--- src/rtl/syscall_run_ctrl_if.sv ---
// Core-side bundle for syscall_run_ctrl: syscall decode and run-control inputs,
// PC enable, status, print history and counter outputs.
interface syscall_run_ctrl_if #(
    parameter int unsigned DATA_W     = 32,
    parameter int unsigned HIST_DEPTH = 8,
    parameter int unsigned CNT_W      = 32
);
    localparam int unsigned SEL_W = $clog2(HIST_DEPTH);

    logic              syscall_valid;
    logic [DATA_W-1:0] v0;
    logic [DATA_W-1:0] a0;
    logic              resume;
    logic              step_mode;
    logic              step_pulse;
    logic [SEL_W-1:0]  hist_sel;
    logic              pc_en;
    logic              halted;
    logic              paused;
    logic [DATA_W-1:0] display;
    logic [DATA_W-1:0] hist_data;
    logic [SEL_W:0]    hist_count;
    logic [CNT_W-1:0]  cycle_count;
    logic [CNT_W-1:0]  instr_count;

    modport master (
        output syscall_valid, v0, a0, resume, step_mode, step_pulse, hist_sel,
        input  pc_en, halted, paused, display, hist_data, hist_count,
               cycle_count, instr_count
    );

    modport slave (
        input  syscall_valid, v0, a0, resume, step_mode, step_pulse, hist_sel,
        output pc_en, halted, paused, display, hist_data, hist_count,
               cycle_count, instr_count
    );
endinterface

--- src/rtl/syscall_run_ctrl.sv ---
// Run-control / syscall service unit: halt, pause/resume, print history and counters.
// Single-step support is built only when SYSCALL_STEP_EN is defined.
module syscall_run_ctrl #(
    parameter int unsigned       DATA_W     = 32,
    parameter int unsigned       HIST_DEPTH = 8,
    parameter int unsigned       CNT_W      = 32,
    parameter logic [DATA_W-1:0] HALT_CODE  = 10,
    parameter logic [DATA_W-1:0] PAUSE_CODE = 50
) (
    input logic               clk,
    input logic               rst_n,
    syscall_run_ctrl_if.slave bus
);
    localparam int unsigned    PTR_W     = $clog2(HIST_DEPTH);
    localparam logic [PTR_W:0] HIST_FULL = (PTR_W+1)'(HIST_DEPTH);

    typedef enum logic [1:0] {S_RUN, S_PAUSE, S_HALT} state_t;

    state_t            state_q, state_d;
    logic              resume_q;
    logic              resume_edge;
    logic              adv;
    logic              halt_req, pause_req, print_req;
    logic              pc_en;
    logic              hist_wr;
    logic [DATA_W-1:0] display_q;
    logic [DATA_W-1:0] hist_q [HIST_DEPTH];
    logic [PTR_W-1:0]  wr_ptr_q;
    logic [PTR_W-1:0]  rd_idx;
    logic [PTR_W:0]    hist_count_q;
    logic [CNT_W-1:0]  cycle_q, instr_q;

    assign resume_edge = bus.resume & ~resume_q;
    assign halt_req    = bus.syscall_valid && (bus.v0 == HALT_CODE);
    assign pause_req   = bus.syscall_valid && (bus.v0 == PAUSE_CODE);
    assign print_req   = bus.syscall_valid && !halt_req && !pause_req;

`ifdef SYSCALL_STEP_EN
    logic step_q;

    always_ff @(posedge clk or negedge rst_n) begin
        if (!rst_n) step_q <= 1'b0;
        else        step_q <= bus.step_pulse;
    end

    assign adv = !bus.step_mode || (bus.step_pulse && !step_q);
`else
    logic unused_step;

    assign unused_step = bus.step_mode ^ bus.step_pulse;
    assign adv         = 1'b1;
`endif

    always_ff @(posedge clk or negedge rst_n) begin
        if (!rst_n) begin
            state_q  <= S_RUN;
            resume_q <= 1'b0;
        end else begin
            state_q  <= state_d;
            resume_q <= bus.resume;
        end
    end

    always_comb begin
        state_d = state_q;
        case (state_q)
            S_RUN: begin
                if (halt_req)       state_d = S_HALT;
                else if (pause_req) state_d = S_PAUSE;
            end
            S_PAUSE: if (resume_edge) state_d = S_RUN;
            S_HALT:  state_d = S_HALT;
            default: state_d = S_RUN;
        endcase
    end

    // The resume-edge cycle in PAUSE enables the PC so it steps past the held syscall.
    always_comb begin
        pc_en   = 1'b0;
        hist_wr = 1'b0;
        case (state_q)
            S_RUN: begin
                pc_en   = !halt_req && !pause_req && adv;
                hist_wr = print_req && pc_en;
            end
            S_PAUSE: pc_en = resume_edge;
            default: pc_en = 1'b0;
        endcase
        if (!rst_n) begin
            pc_en   = 1'b0;
            hist_wr = 1'b0;
        end
    end

    always_ff @(posedge clk or negedge rst_n) begin
        if (!rst_n) begin
            display_q    <= '0;
            wr_ptr_q     <= '0;
            hist_count_q <= '0;
            cycle_q      <= '0;
            instr_q      <= '0;
            for (int unsigned i = 0; i < HIST_DEPTH; i++) hist_q[i] <= '0;
        end else begin
            if (hist_wr) begin
                display_q        <= bus.a0;
                hist_q[wr_ptr_q] <= bus.a0;
                wr_ptr_q         <= wr_ptr_q + PTR_W'(1);
                if (hist_count_q != HIST_FULL) hist_count_q <= hist_count_q + (PTR_W+1)'(1);
            end
            if (state_q != S_HALT && cycle_q != '1) cycle_q <= cycle_q + CNT_W'(1);
            if (pc_en && instr_q != '1)             instr_q <= instr_q + CNT_W'(1);
        end
    end

    // Index wraps modulo HIST_DEPTH because the pointer width is exactly log2(HIST_DEPTH).
    assign rd_idx        = wr_ptr_q - PTR_W'(1) - bus.hist_sel;
    assign bus.hist_data = ({1'b0, bus.hist_sel} < hist_count_q) ? hist_q[rd_idx] : '0;

    assign bus.pc_en       = pc_en;
    assign bus.halted      = (state_q == S_HALT);
    assign bus.paused      = (state_q == S_PAUSE);
    assign bus.display     = display_q;
    assign bus.hist_count  = hist_count_q;
    assign bus.cycle_count = cycle_q;
    assign bus.instr_count = instr_q;
endmodule

--- src/flat_wrapper.sv ---
// flat-port wrapper written by rule: the top's interface ports become plain ports
module syscall_run_ctrl_flat 
#(
    parameter int unsigned       DATA_W     = 32,
    parameter int unsigned       HIST_DEPTH = 8,
    parameter int unsigned       CNT_W      = 32,
    parameter logic [DATA_W-1:0] HALT_CODE  = 10,
    parameter logic [DATA_W-1:0] PAUSE_CODE = 50
)
  (clk, rst_n, bus_syscall_valid, bus_v0, bus_a0, bus_resume, bus_step_mode, bus_step_pulse, bus_hist_sel, bus_pc_en, bus_halted, bus_paused, bus_display, bus_hist_data, bus_hist_count, bus_cycle_count, bus_instr_count);
  syscall_run_ctrl_if #(.DATA_W(DATA_W), .HIST_DEPTH(HIST_DEPTH), .CNT_W(CNT_W)) bus_i ();
  input logic clk;
  input logic rst_n;
  input wire logic [$bits(bus_i.syscall_valid)-1:0] bus_syscall_valid;
  input wire logic [$bits(bus_i.v0)-1:0] bus_v0;
  input wire logic [$bits(bus_i.a0)-1:0] bus_a0;
  input wire logic [$bits(bus_i.resume)-1:0] bus_resume;
  input wire logic [$bits(bus_i.step_mode)-1:0] bus_step_mode;
  input wire logic [$bits(bus_i.step_pulse)-1:0] bus_step_pulse;
  input wire logic [$bits(bus_i.hist_sel)-1:0] bus_hist_sel;
  output wire logic [$bits(bus_i.pc_en)-1:0] bus_pc_en;
  output wire logic [$bits(bus_i.halted)-1:0] bus_halted;
  output wire logic [$bits(bus_i.paused)-1:0] bus_paused;
  output wire logic [$bits(bus_i.display)-1:0] bus_display;
  output wire logic [$bits(bus_i.hist_data)-1:0] bus_hist_data;
  output wire logic [$bits(bus_i.hist_count)-1:0] bus_hist_count;
  output wire logic [$bits(bus_i.cycle_count)-1:0] bus_cycle_count;
  output wire logic [$bits(bus_i.instr_count)-1:0] bus_instr_count;
  assign bus_i.syscall_valid = bus_syscall_valid;
  assign bus_i.v0 = bus_v0;
  assign bus_i.a0 = bus_a0;
  assign bus_i.resume = bus_resume;
  assign bus_i.step_mode = bus_step_mode;
  assign bus_i.step_pulse = bus_step_pulse;
  assign bus_i.hist_sel = bus_hist_sel;
  assign bus_pc_en = bus_i.pc_en;
  assign bus_halted = bus_i.halted;
  assign bus_paused = bus_i.paused;
  assign bus_display = bus_i.display;
  assign bus_hist_data = bus_i.hist_data;
  assign bus_hist_count = bus_i.hist_count;
  assign bus_cycle_count = bus_i.cycle_count;
  assign bus_instr_count = bus_i.instr_count;
  syscall_run_ctrl #(.DATA_W(DATA_W), .HIST_DEPTH(HIST_DEPTH), .CNT_W(CNT_W), .HALT_CODE(HALT_CODE), .PAUSE_CODE(PAUSE_CODE)) u_core (.clk(clk), .rst_n(rst_n), .bus(bus_i));
endmodule
--- config.mk ---
export PLATFORM = sky130hd
export DESIGN_NAME = syscall_run_ctrl_flat
export DESIGN_NICKNAME = d
export VERILOG_FILES = /design/src/rtl/syscall_run_ctrl_if.sv /design/src/rtl/syscall_run_ctrl.sv /design/src/flat_wrapper.sv
export SDC_FILE = /design/constraint.sdc
export NUM_CORES = 1
export LEC_CHECK = 0
export BUFFER_PORTS_ARGS = -buffer_cell sky130_fd_sc_hd__buf_2
export CAP_MARGIN = 15
export CORE_MARGIN = 2
export CORE_UTILIZATION = 50
export DETAILED_ROUTE_END_ITERATION = 16
export MAX_ROUTING_LAYER = met4
export PLACE_DENSITY = 0.7
export SYNTH_ARGS = -nofsm -noshare
export SYNTH_HDL_FRONTEND = slang
export SYNTH_SLANG_ARGS = --single-unit
--- constraint.sdc ---
create_clock -name clk -period 3.3 [get_ports clk]
set_input_delay 0.165 -clock clk [delete_from_list [all_inputs] [get_ports clk]]
set_output_delay 0.165 -clock clk [all_outputs]
set_load 0.02 [all_outputs]
Word-level counts from Yosys, hierarchy flattened
Index checks and enable logic that the tools add are counted.
{ "word_totals": {"reg_bits": 362, "input_bits": 73, "out_inout_bits": 135} }
{ "op_classes": {"add_sub_neg": 6, "magnitude_cmp": 4, "eq_ne": 10, "mux": 15, "n_bitwise": 4, "reduce_logical": 14} }
{ "op_table": {"columns": ["operator", "n"], "rows": [
  ["$bwmux W256", 1],
  ["$mux W32", 4],
  ["$bmux W32 S3", 1],
  ["$demux W32 S3", 1],
  ["$add A32 B1 Y32 const B", 2],
  ["$ne A32 B32 Y1 const B", 2],
  ["$eq A32 B4 Y1 const B", 1],
  ["$eq A32 B6 Y1 const B", 1],
  ["$logic_and A1 B1 Y1", 9],
  ["$ge A4 B4 Y1 const B", 2],
  ["$not A3 Y4", 2],
  ["$mux W2", 3],
  ["$pmux W2 S3", 1],
  ["$add A4 B1 Y4 const B", 1],
  ["$lt A3 B4 Y1", 1],
  ["$lt A4 B1 Y1 const B", 1],
  ["$ne A4 B4 Y1 const B", 1],
  ["$reduce_and A2 Y1", 2],
  ["$add A3 B1 Y3 const B", 1],
  ["$mux W1", 3],
  ["$ne A3 B1 Y1 const B", 1],
  ["$sub A3 B1 Y3 const B", 1],
  ["$sub A3 B3 Y3", 1],
  ["$eq A2 B1 Y1 const B", 1],
  ["other kinds (8)", 9]
]} }

Depth between registers and ports, before layout
{ "depth": {"ltp_word": 9, "depth_mapped": 9, "depth_no_buf": 8} }

Worst setup path before layout
Ideal clock, no wire load.
{ "synth_timing": {"kind": "register to output", "from": "register u_core.wr_ptr_q[0]", "to": "output bus_hist_data[10]", "arrival_ns": 2.499, "required_ns": 3.135, "path_slack_ns": 0.636, "path_stages_with_launch": 9, "cell_sequence": "dfrtp_1 ha_1 inv_1 fa_1 clkbuf_1 clkbuf_1 mux4_2 nand2_1 a21oi_1"} }
{ "synth_between": {"elab_chain_cells": 7} }
{ "synth_lines": {"columns": ["element", "line_no", "rtl"], "rows": [
  ["from (decl)", "syscall_run_ctrl.sv:28", "logic [PTR_W-1:0] wr_ptr_q;"],
  ["from (signal assigned)", "syscall_run_ctrl.sv:107", "wr_ptr_q <= wr_ptr_q + PTR_W'(1);"],
  ["$sub A3 B1 Y3", "syscall_run_ctrl.sv:116", "assign rd_idx = wr_ptr_q - PTR_W'(1) - bus.hist_sel;"],
  ["$sub A3 B3 Y3", "syscall_run_ctrl.sv:116", null],
  ["$not A3 Y4 (not written as such)", "syscall_run_ctrl.sv:117", "assign bus.hist_data = ({1'b0, bus.hist_sel} < hist_count_q) ? hist_q[rd_idx] : '0;"],
  ["$bmux W32 S3", "syscall_run_ctrl.sv:117", null],
  ["$mux W32 (not written as such) (2 in a row)", "syscall_run_ctrl.sv:117", null],
  ["$mux W32", "syscall_run_ctrl.sv:117", null],
  ["to (decl)", "flat_wrapper.sv:25", "output wire logic [$bits(bus_i.hist_data)-1:0] bus_hist_data;"]
]} }
Every way passes these cells. The select of a mux whose other input is x is not followed.

Worst setup path in the final report
{ "layout_timing": {"from": "register u_core.wr_ptr_q[1]", "to": "output bus_hist_data[3]"} }
The elaborated chain is that of the path after synthesis.

==> results.ini <==
[outcome]
status=finished clean

[die]
die_x_microns=188
rows=67
ioPinCount=208
core_area_sq_mm=0.0334
die_y_microns=188
dieArea_sq_mm=0.0353
start_util_pct=50.6

[sta]
worst_slew_pin_slew_ns=1.07
fmax_mhz=320
final_max_slew_viol_count=0
finalWorstSetupSlack_ns=0.180
finalSetupViolations=0
max-slew-margin-rel_pct=28.7
finalHoldViolCount=0
period_minus_slack_ns=3.12
timing.final.crit_share_pct=94.6
fin_worst_skew_ns=0.0226
fin_setup_tns_ns=0
rsz0062_at_grt=false

[yosys]
yosys_register_bits=362
synth_area_per_cell_sq_um=13.8
syn_nets=1307
synthesis.area_sq_mm=0.0169
ys_seq_area_share_pct=53.5
yosys_warnings=0
synthCells=1225
synth_cell_types=56

[route]
drc=0
vias=10800
wl_microns=39300
vias_per_cell=5.52
drt-initial-drc-count=458
wl_per_cell_microns=20.1
firstDrtPassIters=4
antenna_left=0

[placement]
placed_cells=1848
gp_congestion=0.835
portBuffers=205
place_hpwl_microns=24300
place_ws_ns=0.421

[setup_path]
setup.worst_path.class=reg2out
crit_fanout=17
critPathArrivalTime_ns=2.96
slowest_stage=dfrtp_1
critPathCaptureType=output port
slowest_delay_ns=0.52
crit_required_ns=3.13
crit_path_cell_trace=inv_1, fa_2, xnor2_1, buf_4, xor2_4, buf_4, nand2_1, a21oi_1, buf_2
start_kind=register
cp_common_cell=buf_4

[finish]
stdcell_count=1958
nNetsFinal=1561
mostFrequentLayoutCell=dfrtp_1
drive_gt1_share_pct=39.0
layout_common_cells=dfrtp_1 (361), buf_2 (204), nand2_1 (193), mux2_2 (118), mux2_1 (72)
fill_cells=2667
areaGrowthSynthToFinish_pct=19.4

[run]
max_cap_violations=0

[global_routing]
antenna_found_initial=3
grt_overflow=0
grt_max_degree=174
grt_pass1_vias=11400
grt_first_pass_wirelength_microns=63600
grt_usage_pct=23.3

[cts]
cts_sinks=362
clock_latency_ns=0.53
path_clk_slew_ns=0.06
root_buffer=clkbuf_16
htreeDepth=2
cts.path.max_buffers=3
tritoncts=done
cts_buffers=40
post_cts_buffers=0

[power_and_ir_drop]
p_leak_nw=9.40
powerDensity_mw_per_mm2=947
ir_worst_vdd_mv=0.680

[min_path]
hold_class=in2reg

## metrics by stage
step	cell area, sq um	hold slack (ns)	total power (W)	util (%)
finish	20200	0.0829	0.0191	60.4
global route	20200	0.0761	0.0202	60.4
detailed placement	18500	0.317	0.0148	55.4
global placement	18500	0.308	0.0146	55.4
floorplan	16900	-0.131	0.0124	-
CTS	20200	0.0641	0.0193	60.3
## routing by layer
metal | part of all wire, % | vias up | routed length [microns] | global-route usage, %
li1 | - | 4874 | - | -
met1 | 44 | 5592 | 17300 | 30.7
met2 | 49 | 272 | 19400 | 37.9
met3 | 4.7 | 64 | 1830 | 3.93
met4 | 1.9 | 0 | 750 | 5.66
met5 | 0 | - | 0 | -
## flip-flops by register name, summed over array words and instances, names as in the netlist
register / flops
u_core.bus.hist_count: 4
u_core.state_q: 2
u_core.bus.instr_count: 32
u_core.wr_ptr_q: 3
u_core.bus.display: 32
u_core.resume_q: 1
u_core.hist_q: 256
u_core.bus.cycle_count: 32
## where the power goes
group / leakage [nW] / switching (W) / total (W) / internal (W)
combinational: 4.24 / 0.00379 / 0.00774 / 0.00395
sequential: 4.53 / 0.000913 / 0.00703 / 0.00612
clock: 0.636 / 0.00178 / 0.00437 / 0.00259
## worst max-delay path: cells and delay by family, from the launching register on
kind	cells	cell delay (ns)
xor+xnor	2	0.29
flops	1	0.52
compound gates	1	0.27
simple gates	1	0.10
fa+ha+maj	1	0.38
buf+inv	4	0.85
## synthesized netlist by cell type (all sizes together)
master	number	area (sq um)
o31ai	1	21.3
xnor2	42	368
inv	18	67.6
mux2i	1	10.0
fa	1	20.0
nor4	14	93.8
o311ai	1	26.3
buf	42	347
ha	8	100
o21ai	5	25.0
and4	12	110
nor2b	3	18.8
a41oi	1	8.76
nand4	21	165
or4	3	30.0
nor3	19	134
or2	1	6.26
and2	8	55.1
or3	1	6.26
dfrtp	362	9060
a21oi	34	170
xor2	23	201
nand2	193	724
or3b	1	11.3
nand3b	1	7.51
clkbuf	20	75.1
nor2	17	86.3
nand2b	4	25.0
nand3	25	155
nor4b	3	47.5
o211ai	1	7.51
a32o	1	10.0
mux2	260	3190
nor3b	1	12.5
mux4	64	1440
and3	12	80.1
a21o	1	7.51
## worst paths after layout
kind                                              from  slack (ns)  cells past startpoint                      to
worst min-delay path                         bus_v0[5]        0.08                      5       u_core.state_q[1]
worst max register to register       u_core.state_q[1]        0.47                      6        u_core.hist_q[1]
max in group asynchronous                        rst_n        1.51                      4      u_core.hist_q[214]
min in group asynchronous                        rst_n        0.40                      3   u_core.bus.display[6]
worst min register to register  u_core.bus.display[13]        0.47                      2  u_core.bus.display[13]
worst max-delay path                u_core.wr_ptr_q[1]        0.18                      9        bus_hist_data[3]
## final cells by class
cell class / count / area (sq um) / area share, %
clock buffer: 60 / 1200 / 5.93
clock inverter: 10 / 92.6 / 0.458
tap: 448 / 561 / 2.77
inverter: 18 / 67.6 / 0.334
antenna: 3 / 7.51 / 0.0371
multi-input combinational: 783 / 7440 / 36.8
timing repair buffer: 274 / 1780 / 8.81
sequential: 362 / 9060 / 44.8
## cells by family (layout without fill, tap and decap cells)
family / Yosys count / in the layout / synth area share [%]
DFF: 362 / 362 / 53.5
xor gates and xnor gates: 65 / 65 / 3.36
other: 0 / 3 / 0
adders and majority gates: 9 / 9 / 0.710
and+or+nand+nor: 339 / 339 / 10.5
muxes: 325 / 325 / 27.4
buffers and inverters: 80 / 362 / 2.89
AOI/OAI and AO/OA: 45 / 45 / 1.63
## repair_timing
item                                    4_1_cts  5_1_grt
endpoints found under the setup margin        2        2
hold buffers                                 36        0
resized for setup                             1        1
endpoints found under the hold margin       214        0
(Power assumes the default switching activity.)
